[src/rtl/ctrl_pkg.sv]
// rtl/ctrl_pkg.sv - shared encodings for the multi-cycle RV32I controller
package ctrl_pkg;

    typedef enum logic [3:0] {
        S_FETCH,
        S_DECODE,
        S_MEMADR,
        S_MEMRD,
        S_MEMWB,
        S_MEMWR,
        S_EXEC_R,
        S_EXEC_I,
        S_ALUWB,
        S_BRANCH,
        S_JAL,
        S_JALR,
        S_LINK,
        S_UPPER,
        S_TRAP
    } state_t;

    localparam logic [6:0] OP_LOAD   = 7'b0000011;
    localparam logic [6:0] OP_STORE  = 7'b0100011;
    localparam logic [6:0] OP_R      = 7'b0110011;
    localparam logic [6:0] OP_I      = 7'b0010011;
    localparam logic [6:0] OP_BRANCH = 7'b1100011;
    localparam logic [6:0] OP_JAL    = 7'b1101111;
    localparam logic [6:0] OP_JALR   = 7'b1100111;
    localparam logic [6:0] OP_LUI    = 7'b0110111;
    localparam logic [6:0] OP_AUIPC  = 7'b0010111;

    localparam logic [3:0] ALU_ADD  = 4'd0;
    localparam logic [3:0] ALU_SUB  = 4'd1;
    localparam logic [3:0] ALU_AND  = 4'd2;
    localparam logic [3:0] ALU_OR   = 4'd3;
    localparam logic [3:0] ALU_XOR  = 4'd4;
    localparam logic [3:0] ALU_SLT  = 4'd5;
    localparam logic [3:0] ALU_SLTU = 4'd6;
    localparam logic [3:0] ALU_SLL  = 4'd7;
    localparam logic [3:0] ALU_SRL  = 4'd8;
    localparam logic [3:0] ALU_SRA  = 4'd9;

    localparam logic [2:0] IMM_I = 3'b000;
    localparam logic [2:0] IMM_S = 3'b001;
    localparam logic [2:0] IMM_B = 3'b010;
    localparam logic [2:0] IMM_J = 3'b011;
    localparam logic [2:0] IMM_U = 3'b100;

    localparam logic [1:0] RES_ALUOUT  = 2'b00;
    localparam logic [1:0] RES_MEMDATA = 2'b01;
    localparam logic [1:0] RES_ALU     = 2'b10;

    localparam logic [1:0] SRCA_PC    = 2'b00;
    localparam logic [1:0] SRCA_OLDPC = 2'b01;
    localparam logic [1:0] SRCA_RS1   = 2'b10;
    localparam logic [1:0] SRCA_ZERO  = 2'b11;

    localparam logic [1:0] SRCB_RS2  = 2'b00;
    localparam logic [1:0] SRCB_IMM  = 2'b01;
    localparam logic [1:0] SRCB_FOUR = 2'b10;

    localparam logic [2:0] F3_BEQ  = 3'b000;
    localparam logic [2:0] F3_BNE  = 3'b001;
    localparam logic [2:0] F3_BLT  = 3'b100;
    localparam logic [2:0] F3_BGE  = 3'b101;
    localparam logic [2:0] F3_BLTU = 3'b110;
    localparam logic [2:0] F3_BGEU = 3'b111;

endpackage

[src/rtl/branch_unit.sv]
// rtl/branch_unit.sv - branch condition evaluation from funct3 and ALU flags of rs1-rs2
module branch_unit
    import ctrl_pkg::*;
(
    input  logic [2:0] funct3,
    input  logic       zero,
    input  logic       neg,
    input  logic       ovf,
    input  logic       carry,
    output logic       taken,
    output logic       illegal_funct3
);

    always_comb begin
        taken          = 1'b0;
        illegal_funct3 = 1'b0;
        case (funct3)
            F3_BEQ:  taken = zero;
            F3_BNE:  taken = !zero;
            F3_BLT:  taken = neg ^ ovf;
            F3_BGE:  taken = !(neg ^ ovf);
            // carry set means no borrow, i.e. rs1 >= rs2 unsigned
            F3_BLTU: taken = !carry;
            F3_BGEU: taken = carry;
            default: illegal_funct3 = 1'b1;
        endcase
    end

endmodule

[src/rtl/multicycle_controller.sv]
// rtl/multicycle_controller.sv - multi-cycle RV32I control FSM with memory handshake and trap
module multicycle_controller
    import ctrl_pkg::*;
#(
    parameter int ALUCTL_W = 4,
    parameter int MEM_TMO  = 0
) (
    input  logic                clk,
    input  logic                rst_n,
    input  logic [6:0]          opcode,
    input  logic [2:0]          funct3,
    input  logic                funct7b5,
    input  logic                Zero,
    input  logic                Neg,
    input  logic                Ovf,
    input  logic                Carry,
    input  logic                mem_ready,
    output logic                mem_req,
    output logic                MemWrite,
    output logic                AdrSrc,
    output logic                IRWrite,
    output logic                PCWrite,
    output logic                RegWrite,
    output logic [1:0]          ResultSrc,
    output logic [1:0]          ALUSrcA,
    output logic [1:0]          ALUSrcB,
    output logic [2:0]          ImmSrc,
    output logic [ALUCTL_W-1:0] ALUControl,
    output logic                illegal,
    output logic                retire
);

    localparam int TMO_W = (MEM_TMO > 0) ? $clog2(MEM_TMO + 1) : 1;
    localparam logic [TMO_W-1:0] TMO_LAST = TMO_W'((MEM_TMO > 0) ? MEM_TMO - 1 : 0);
    localparam logic [TMO_W-1:0] TMO_MAX  = '1;

    state_t           state_q, state_d;
    logic             active_q, active_d;
    logic [TMO_W-1:0] tmo_q, tmo_d;
    logic             taken, bad_f3;
    logic             waiting, tmo_hit;
    logic [3:0]       alu_op, alu_sel;

    branch_unit u_branch (
        .funct3         (funct3),
        .zero           (Zero),
        .neg            (Neg),
        .ovf            (Ovf),
        .carry          (Carry),
        .taken          (taken),
        .illegal_funct3 (bad_f3)
    );

    // SUB only exists for R-type; funct7b5 on funct3=101 selects SRA for both R and I
    always_comb begin
        alu_op = ALU_ADD;
        case (funct3)
            3'b000:  alu_op = (state_q == S_EXEC_R && funct7b5) ? ALU_SUB : ALU_ADD;
            3'b001:  alu_op = ALU_SLL;
            3'b010:  alu_op = ALU_SLT;
            3'b011:  alu_op = ALU_SLTU;
            3'b100:  alu_op = ALU_XOR;
            3'b101:  alu_op = funct7b5 ? ALU_SRA : ALU_SRL;
            3'b110:  alu_op = ALU_OR;
            default: alu_op = ALU_AND;
        endcase
    end

    // active_q holds every output low from reset until the first clock after release
    always_comb begin
        mem_req   = 1'b0;
        MemWrite  = 1'b0;
        AdrSrc    = 1'b0;
        IRWrite   = 1'b0;
        PCWrite   = 1'b0;
        RegWrite  = 1'b0;
        ResultSrc = RES_ALUOUT;
        ALUSrcA   = SRCA_PC;
        ALUSrcB   = SRCB_RS2;
        ImmSrc    = IMM_I;
        alu_sel   = ALU_ADD;
        illegal   = 1'b0;
        retire    = 1'b0;
        if (active_q) begin
            case (state_q)
                S_FETCH: begin
                    mem_req   = 1'b1;
                    ALUSrcB   = SRCB_FOUR;
                    ResultSrc = RES_ALU;
                    IRWrite   = mem_ready;
                    PCWrite   = mem_ready;
                end
                S_DECODE: begin
                    ALUSrcA = SRCA_OLDPC;
                    ALUSrcB = SRCB_IMM;
                    ImmSrc  = (opcode == OP_JAL) ? IMM_J : IMM_B;
                end
                S_MEMADR: begin
                    ALUSrcA = SRCA_RS1;
                    ALUSrcB = SRCB_IMM;
                    ImmSrc  = (opcode == OP_STORE) ? IMM_S : IMM_I;
                end
                S_MEMRD: begin
                    mem_req = 1'b1;
                    AdrSrc  = 1'b1;
                end
                S_MEMWB: begin
                    ResultSrc = RES_MEMDATA;
                    RegWrite  = 1'b1;
                    retire    = 1'b1;
                end
                S_MEMWR: begin
                    mem_req  = 1'b1;
                    MemWrite = 1'b1;
                    AdrSrc   = 1'b1;
                    retire   = mem_ready;
                end
                S_EXEC_R: begin
                    ALUSrcA = SRCA_RS1;
                    alu_sel = alu_op;
                end
                S_EXEC_I: begin
                    ALUSrcA = SRCA_RS1;
                    ALUSrcB = SRCB_IMM;
                    alu_sel = alu_op;
                end
                S_ALUWB: begin
                    RegWrite = 1'b1;
                    retire   = 1'b1;
                end
                S_BRANCH: begin
                    ALUSrcA = SRCA_RS1;
                    alu_sel = ALU_SUB;
                    PCWrite = taken && !bad_f3;
                    retire  = !bad_f3;
                end
                S_JAL: begin
                    ALUSrcA = SRCA_OLDPC;
                    ALUSrcB = SRCB_FOUR;
                    PCWrite = 1'b1;
                end
                S_JALR: begin
                    ALUSrcA   = SRCA_RS1;
                    ALUSrcB   = SRCB_IMM;
                    ResultSrc = RES_ALU;
                    PCWrite   = 1'b1;
                end
                S_LINK: begin
                    ALUSrcA = SRCA_OLDPC;
                    ALUSrcB = SRCB_FOUR;
                end
                S_UPPER: begin
                    ALUSrcA = (opcode == OP_LUI) ? SRCA_ZERO : SRCA_OLDPC;
                    ALUSrcB = SRCB_IMM;
                    ImmSrc  = IMM_U;
                end
                S_TRAP:  illegal = 1'b1;
                default: illegal = 1'b1;
            endcase
        end
    end

    assign ALUControl = ALUCTL_W'(alu_sel);

    always_comb begin
        active_d = 1'b1;
        waiting  = mem_req && !mem_ready;
        tmo_hit  = (MEM_TMO > 0) && waiting && (tmo_q == TMO_LAST);
        state_d  = state_q;
        if (active_q) begin
            case (state_q)
                S_FETCH:  if (mem_ready) state_d = S_DECODE;
                S_DECODE: begin
                    case (opcode)
                        OP_LOAD, OP_STORE: state_d = S_MEMADR;
                        OP_R:              state_d = S_EXEC_R;
                        OP_I:              state_d = S_EXEC_I;
                        OP_BRANCH:         state_d = S_BRANCH;
                        OP_JAL:            state_d = S_JAL;
                        OP_JALR:           state_d = S_JALR;
                        OP_LUI, OP_AUIPC:  state_d = S_UPPER;
                        default:           state_d = S_TRAP;
                    endcase
                end
                S_MEMADR: state_d = (opcode == OP_STORE) ? S_MEMWR : S_MEMRD;
                S_MEMRD:  if (mem_ready) state_d = S_MEMWB;
                S_MEMWR:  if (mem_ready) state_d = S_FETCH;
                S_MEMWB, S_ALUWB: state_d = S_FETCH;
                S_EXEC_R, S_EXEC_I, S_JAL, S_LINK, S_UPPER: state_d = S_ALUWB;
                S_BRANCH: state_d = bad_f3 ? S_TRAP : S_FETCH;
                S_JALR:   state_d = S_LINK;
                default:  state_d = S_TRAP;
            endcase
            if (tmo_hit) state_d = S_TRAP;
        end
        tmo_d = '0;
        if (waiting && state_d == state_q) tmo_d = (tmo_q == TMO_MAX) ? tmo_q : tmo_q + 1'b1;
    end

    always_ff @(posedge clk or negedge rst_n) begin
        if (!rst_n) begin
            state_q  <= S_FETCH;
            active_q <= 1'b0;
            tmo_q    <= '0;
        end else begin
            state_q  <= state_d;
            active_q <= active_d;
            tmo_q    <= tmo_d;
        end
    end

endmodule

[config.mk]
export PLATFORM = sky130hd
export DESIGN_NAME = multicycle_controller
export DESIGN_NICKNAME = d
export VERILOG_FILES = /design/src/rtl/ctrl_pkg.sv /design/src/rtl/branch_unit.sv /design/src/rtl/multicycle_controller.sv
export SDC_FILE = /design/constraint.sdc
export NUM_CORES = 1
export LEC_CHECK = 0
export ABC_AREA = 1
export CAP_MARGIN = 20
export CORE_MARGIN = 2
export CORE_UTILIZATION = 46
export CTS_CLUSTER_DIAMETER = 30
export DETAILED_ROUTE_END_ITERATION = 12
export PLACE_DENSITY = 0.85
export SLEW_MARGIN = 5
export SYNTH_ARGS = -nofsm -noshare
export SYNTH_HDL_FRONTEND = slang
export SYNTH_HIERARCHICAL = 1
export SYNTH_SLANG_ARGS = --single-unit
[constraint.sdc]
create_clock -name clk -period 3.8 [get_ports clk]
set_input_delay 0.38 -clock clk [delete_from_list [all_inputs] [get_ports clk]]
set_output_delay 0.38 -clock clk [all_outputs]
set_load 0.05 [all_outputs]
Yosys cells after proc, flatten, opt, wreduce, memory -nomap -nowiden
Cells that the tools add are included.
Cells by class
  eq/ne operators: 32
  multiplexer cells: 40
  reductions and logical operators: 23
  bitwise logic cells: 1
Operators by type and width (count)
  4-bit one-hot mux with 7 select lines: 2
  4-bit one-hot mux with 9 select lines: 1
  4-bit equality test (second input constant): 6
  7-bit by 6-bit equality test with 1-bit output (second input constant): 3
  7-bit equality test (second input constant): 3
  4-bit 2-to-1 mux: 5
  1-bit 2-to-1 mux: 18
  4-bit by 3-bit equality test with 1-bit output (second input constant): 4
  5-bit OR reduction: 3
  7-bit by 5-bit equality test with 1-bit output (second input constant): 2
  14-bit OR reduction: 1
  2-bit OR reduction: 7
  3-bit equality test (second input constant): 4
  3-bit one-hot mux with 3 select lines: 1
  3-bit OR reduction: 3
  4-bit by 2-bit equality test with 1-bit output (second input constant): 2
  2-bit 2-to-1 mux: 4
  2-bit one-hot mux with 2 select lines: 2
  4-bit one-hot mux with 2 select lines: 1
  7-bit by 2-bit equality test with 1-bit output (second input constant): 1
  3-bit by 2-bit equality test with 1-bit output (second input constant): 2
  3-bit 2-to-1 mux: 2
  2-bit inequality test (second input constant): 3
  1-bit one-hot mux with 3 select lines: 2
  11 further kinds: 14
Word-level totals
  logic and storage cells: 98
  flip-flop bits (word level): 5
  output and inout bits: 21
  input bits: 18

Logic depth before layout (Yosys ltp)
Gate-level depths: netlist (run 1).
  depth in word-level cells: 6
  gate-level depth with buffers: 9
  depth with buffers taken out: 9

By module
Netlist (run 1), hierarchy kept.
By module, submodules not included
  multicycle_controller: cells an instance 152, instances 1, area each 812.0 um2, sequential area each 125.1 um2
  branch_unit: cells an instance 28, instances 1, area each 112.6 um2, sequential area each 0.0 um2

Worst setup path before layout (run 1)
Ideal clock, no wire load.
  kind: flip-flop to output port
  start: register state_q[1]
  end: output port ALUSrcA[1]
  stages on the path, launching flop included: 8
  buffers on the path: 0
  arrival: 2.367 ns
  data required time: 3.420 ns
  slack: 1.053 ns
  cells stage by stage: dfrtp_1 > inv_2 > nand2_2 > inv_2 > nand3_1 > nor2_1 > nand2_1 > o22ai_1
Between the ends
  longest elaborated chain between the ends: 4
  elaborated cells between the ends (all ways): 13
  classes of those cells: eq/ne (9); mux (2); reduce/logical (2)
Ends and longest elaborated chain
  start, declared: RTL line multicycle_controller.sv:37  | state_t state_q, state_d;
  start signal, assigned: RTL line multicycle_controller.sv:206  | state_q <= state_d;
  4-bit by 3-bit equality test with 1-bit output, or another cell as far along: RTL line multicycle_controller.sv:85  | case (state_q)
  5-bit OR reduction (no line) or 3-bit OR reduction (tied branches)
  2-bit one-hot mux with 3 select lines *: RTL line multicycle_controller.sv:85
  2-bit 2-to-1 mux *: RTL line multicycle_controller.sv:84  | if (active_q) begin
  end, declared: RTL line multicycle_controller.sv:25  | output logic [1:0] ALUSrcA,
Mark *: on every way between the ends. The rest lies on a longest branch, timed or not.

Final worst setup path (run 1)
  start: input port funct3[1]
  end: output port ALUControl[0]
Between the ends
  longest elaborated chain between the ends: 4
  elaborated cells between the ends (all ways): 10
  classes of those cells: eq/ne (6); mux (3); reduce/logical (1)
Ends and longest elaborated chain
  start, declared: RTL line multicycle_controller.sv:11  | input logic [2:0] funct3,
  3-bit equality test, or another cell as far along: RTL line multicycle_controller.sv:57  | case (funct3)
  4-bit one-hot mux with 7 select lines *: RTL line multicycle_controller.sv:57
  4-bit one-hot mux with 2 select lines *: RTL line multicycle_controller.sv:85
  4-bit 2-to-1 mux *: RTL line multicycle_controller.sv:84
  end, declared: RTL line multicycle_controller.sv:28  | output logic [ALUCTL_W-1:0] ALUControl,
Marked as above.

==> metrics, run 1 <==
status=completed; Critical Path Fanout Max=5; clk_skew=0.00408 ns; residual DRC count=0; CP Capture Type=primary output; antenna violations before repair=0; Initial Util=48.1%; final hold violations=0; ant diodes=0; R2R depth=7; end of the worst register-to-register path=state_q[2]; synthesized area per cell=5.14 um2; CTS tree=built; area grow syn2layout=47.2%; Max VDD drop=401 uV; PostCTS Resize Cnt=0; register area share after synthesis=13.5%; All-Layer GR Usage=23.7%; CP Data Required Time=3.42 ns; clk slew on worst S/H paths=0.04 ns; TritonCTS buffer count=3; crit share post-route=75.7%; Synth Net Count=198; Nets=240; chip width=48.8 um; CTS hold repair buffers=0; Power Total=0.784 mW; I/O Pins=39; clk buf depth=2; Reg2Reg Setup Slack=2.31 ns; via total after detailed routing=1,256; r2r startpoint=state_q[2]; Core Rows=16; CP max stage delay=0.82 ns; GR Overflow Total=0; Worst-Skew Late Latency=0.24 ns; number of global-route vias before repair=1,204; Worst Setup Path Type=input port to primary output; RSZ-0062 raised after global routing=no; pin count of the biggest net entering global routing=17; share of cells above drive strength 1=11.3%; final slew viol count=0; DRT Wirelength=2.62 mm; initial drt markers=43; DRT met1 WL=1.12 mm; final number of setup-violating endpoints=0; Met3 Routed Length=188 um; fmax=347 MHz; ordered list of cells on the worst path=clkdlybuf4s50_1 -> inv_1 -> nand2_1 -> nor2_1 -> a21boi_1 -> o21ai_0 -> nand2_1 -> a21oi_1 -> clkdlybuf4s50_1; Clk Tree Root Cell=clkbuf_4; crit path DAT=2.50 ns; Hold Crit Class=input port to async pin; DR WL/cell=10.6 um; Top Layer Used=met3; Mapped Cells=180; slowest CP cell=clkdlybuf4s50_1; metal2 WL=1.31 mm; vias per inst=5.06; pre-CTS setup slack=0.934 ns; commonest non-fill, non-tap cell in the layout=nand2_1; Die Span Y=48.8 um; Placed Area=1340 um2; first-pass GRT wire length=4.68 mm; Worst slew margin=65.0%; setup bufs post-CTS=0; most frequent cells in the layout=nand2_1 (55), clkdlybuf4s50_1 (38), inv_1 (26), nor2_1 (24), nand3_1 (12); DP HPWL=2.16 mm; Leak Pwr=0.671 nW; Max Cap Violations=0; # H-tree levels=1; PwrDens=576 nW/um2; IO Port Bufs=38; die area=2380 um2; post-route ant nets=0; count of non-filler cells in the finished layout=248; final worst path period need=2.88 ns; Setup TNS Final=0 ns; placed cell count=244; yosys warns=6; Slew @ Worst Pin=0.524 ns; Core ar.=1920 um2; Synth cell types=27; gpl congestion=0.888; Final Cell Area=1360 um2; Mapped Area=925 um2; Pre-Repair DR Iteration Count=4; crit start category=input port; CTS sink count=5; final worst slack=0.922 ns; FF+latch count, synth=5
## synthesized netlist by cell type (all sizes together)
| master | n | share of area, % |
|---|---|---|
| o22ai | 1 | 0.68 |
| nor2 | 30 | 14 |
| o2111ai | 1 | 0.95 |
| nor4 | 1 | 0.68 |
| a21boi | 1 | 0.81 |
| inv | 36 | 15 |
| a31oi | 5 | 3.4 |
| conb | 1 | 0.41 |
| nand2 | 58 | 25 |
| dfrtp | 5 | 14 |
| a21oi | 8 | 6.0 |
| nand3 | 13 | 8.4 |
| nor3b | 1 | 0.81 |
| nand4 | 2 | 1.4 |
| xor2 | 1 | 0.95 |
| nor3 | 5 | 2.7 |
| clkbuf | 1 | 0.41 |
| o21ai | 9 | 4.9 |
| nand3b | 1 | 0.81 |
## metal layers
| metal | vias to the layer above | GRT usage [%] |
|---|---|---|
| met4 | 0 | 5.71 |
| met5 | - | 0 |
| met2 | 53 | 43.8 |
| li1 | 652 | - |
| met1 | 551 | 28.4 |
| met3 | 0 | 3.99 |
## logic make-up after synthesis
kind of cell           Yosys count  share of synthesized area (%)
AO/OA/AOI/OAI                   25                           16.6
XOR/XNOR                         1                          0.947
buffers and inverters           37                           15.0
flip-flops                       5                           13.5
other                            1                          0.406
AND/OR/NAND/NOR                111                           53.5
## flip-flops by register name (all words and copies together) (netlist names)
signal / flops
state_q: 4
active_q: 1
## layout make-up
| class | instances | area (um2) |
|---|---|---|
| Clock buffer | 4 | 26.3 |
| Sequential cell | 5 | 125 |
| Multi-Input combinational cell | 138 | 661 |
| Tap cell | 27 | 33.8 |
| Fill cell | 183 | 561 |
| Timing Repair Buffer | 38 | 380 |
| Inverter | 36 | 135 |
## report_power, final
part	total [mW]	switching [mW]	internal [mW]	leakage [nW]
clock	0.0601	0.0205	0.0396	0.0150
combinational	0.607	0.409	0.198	0.594
sequential	0.116	0.0431	0.0734	0.0621
## through the flow
| step | hold slack [ns] | utilization [%] |
|---|---|---|
| 6_report | 0.356 | 70.8 |
| 5_1_grt | 0.365 | 70.8 |
| 4_1_cts | 0.364 | 70.8 |
| 3_5_place_dp | 0.598 | 69.5 |
| 3_3_place_gp | 0.594 | 69.5 |
| 2_1_floorplan | 0.0844 | - |
## worst max path at each step
stage / start / to / slack, ns / cells past startpoint
after CTS: funct3[1] / ALUControl[0] / 0.93 / 9
after global routing: funct3[1] / ALUControl[0] / 0.73 / 9
after floorplan: state_q[1] / ALUSrcA[1] / 1.05 / 7
final: funct3[1] / ALUControl[0] / 0.92 / 9
after global placement: funct3[1] / ALUControl[0] / 1.01 / 9
after detailed placement: funct3[1] / ALUControl[0] / 0.93 / 9
## critical path, delay by kind of cell
| kind | cells | cell delay, ns |
|---|---|---|
| compound gates | 3 | 0.36 |
| buf+inv | 3 | 1.47 |
| simple gates | 3 | 0.29 |
(Power assumes the default switching activity.)
==> inputs of run 2 (changes only) <==
--- a/config.mk
+++ b/config.mk
@@ -8,10 +8,10 @@
 export ABC_AREA = 1
 export CAP_MARGIN = 20
 export CORE_MARGIN = 2
-export CORE_UTILIZATION = 46
+export CORE_UTILIZATION = 42
 export CTS_CLUSTER_DIAMETER = 30
 export DETAILED_ROUTE_END_ITERATION = 12
-export PLACE_DENSITY = 0.85
+export PLACE_DENSITY = 0.78
 export SLEW_MARGIN = 5
 export SYNTH_ARGS = -nofsm -noshare
 export SYNTH_HDL_FRONTEND = slang
==> constraint.sdc (replaced) <==
create_clock -name clk -period 2.8 [get_ports clk]
set_input_delay 0.28 -clock clk [delete_from_list [all_inputs] [get_ports clk]]
set_output_delay 0.28 -clock clk [all_outputs]
set_load 0.05 [all_outputs]
==> run 2 against run 1 <==
Against the previous run:
- critical path type is now flop to primary output
- highest routed layer unchanged
- sequential cell count unchanged
- sequential share of layout area up 0.068 points
- clock-buffer cell count unchanged
==> metrics, run 2 (synthesis results as in run 1) <==
CTS tree=built; Pre-Repair DR Iteration Count=4; Layout Utilization=66.8%; clk buf depth=2; # H-tree levels=1; RSZ-0062 raised after global routing=no; IO Port Bufs=38; Top reg by flops=state_q; Max VDD drop=699 uV; gpl congestion=0.901; number of global-route vias before repair=1,186; fmax=380 MHz; crit start category=flop; ant diodes=0; clk slew on worst S/H paths=0.04 ns; Met3 Routed Length=116 um; Largest register FFs=4; Worst-Skew Late Latency=0.23 ns; share of cells above drive strength 1=13.6%; clk_skew=0.000642 ns; DRT met1 WL=1.27 mm; end of the worst register-to-register path=state_q[2]; pre-CTS setup slack=0.320 ns; status=completed; final worst path period need=2.63 ns; r2r startpoint=state_q[1]; Leak Pwr=0.699 nW; Die Span Y=50.9 um; Worst slew margin=65.3%; post-route ant nets=0; Largest regs=state_q (4), active_q (1); Hold Crit Class=input port to async pin; I/O Pins=39; Final Cell Area=1350 um2; fillcell total=197; pin count of the biggest net entering global routing=17; Core Rows=16; residual DRC count=0; final slew viol count=0; crit share post-route=93.9%; P_int=0.418 mW; final number of setup-violating endpoints=0; initial drt markers=24; PwrDens=782 nW/um2; Setup TNS Final=0 ns; TritonCTS buffer count=3; Reg2Reg Setup Slack=1.28 ns; DRT Wirelength=2.65 mm; GR Overflow Total=0; Critical Path Fanout Max=7; final hold violations=0; Core ar.=2020 um2; first-pass GRT wire length=4.83 mm; Top Layer Used=met3; P_sw=0.639 mW; Sw Ratio=60.4%; Slew @ Worst Pin=0.519 ns; setup bufs post-CTS=0; R2R depth=7; area grow syn2layout=46.1%; Placed Area=1320 um2; Nets=240; commonest non-fill, non-tap cell in the layout=nand2_1; most frequent cells in the layout=nand2_1 (55), clkdlybuf4s50_1 (32), inv_1 (26), nor2_1 (24), nand3_1 (12); power share of the combinational group=77.7%; clock power share=7.6%; via total after detailed routing=1,224; Worst setup startpoint=state_q[3]; metal2 WL=1.26 mm; CTS sink count=5; vias per inst=4.94; Initial Util=45.7%; CP Capture Type=primary output; Worst Setup Path Type=flop to primary output; worst hold slack=0.262 ns; DR WL/cell=10.7 um; DP HPWL=2.28 mm; Max Cap Violations=0; All-Layer GR Usage=23.4%; die area=2590 um2; CTS hold repair buffers=0; antenna violations before repair=0; Reg power frac=14.7%; crit path DAT=2.35 ns; Clk Tree Root Cell=clkbuf_4; CP Data Required Time=2.52 ns; chip width=50.9 um; final worst slack=0.171 ns
==> run 2: what timing repair did <==
| item | 4_1_cts | 5_1_grt |
|---|---|---|
| setup endpoints to repair | 0 | 1 |
| resized for setup | 0 | 1 |
| endpoints found under the hold margin | 0 | 0 |
==> run 2: worst max-delay path by stage <==
stage,slack (ns),endpoint,cells past startpoint
after floorplan,0.15,ALUSrcA[1],7
after global routing,0.008,ALUSrcA[0],6
after detailed placement,0.32,retire,6
after global placement,0.38,retire,6
final,0.17,ALUSrcA[0],6
after CTS,0.16,ALUSrcA[0],6
==> run 2: critical path: stages, from the launching register on <==
cell and delay, ns:
dfrtp_1 0.45, nor2_2 0.26, inv_2 0.08, nor2_2 0.22, inv_2 0.08, a31oi_1 0.19, clkdlybuf4s50_1 0.84
==> run 2: stage by stage <==
step	std cells	total power, mW
4_1_cts	248	1.06
5_1_grt	248	1.15
3_5_place_dp	244	0.976
3_3_place_gp	244	0.965
2_1_floorplan	180	0.742
6_report	248	1.06
==> run 2: final cells by class <==
type,instances,area (um2),share of cell area [%]
Clock buffer,4,26.3,1.94
Inverter,36,135,10.0
Multi-Input combinational cell,138,661,48.9
Sequential cell,5,125,9.26
Tap cell,27,33.8,2.50
Timing Repair Buffer,38,370,27.4
==> run 2: power by group through the flow <==
stage	registers, mW	logic, mW	clock network [mW]
3_5_place_dp	0.155	0.821	0
5_1_grt	0.161	0.894	0.0943
3_3_place_gp	0.153	0.812	0
6_report	0.156	0.821	0.0799
4_1_cts	0.154	0.822	0.0844
2_1_floorplan	0.142	0.600	0
==> run 2: routing by layer <==
metal  vias up  global-route usage (%)
li1        654                       -
met1       541                    31.2
met2        29                    39.4
met3         0                    2.05
met4         0                    8.11
met5         -                       0
==> inputs of run 3 (changes only) <==
--- a/config.mk
+++ b/config.mk
@@ -17,3 +17,4 @@
 export SYNTH_HDL_FRONTEND = slang
 export SYNTH_HIERARCHICAL = 1
 export SYNTH_SLANG_ARGS = --single-unit
+export TNS_END_PERCENT = 50
==> results of run 3 <==
No change in the layout: final DEF, timing and power equal those of run 2.
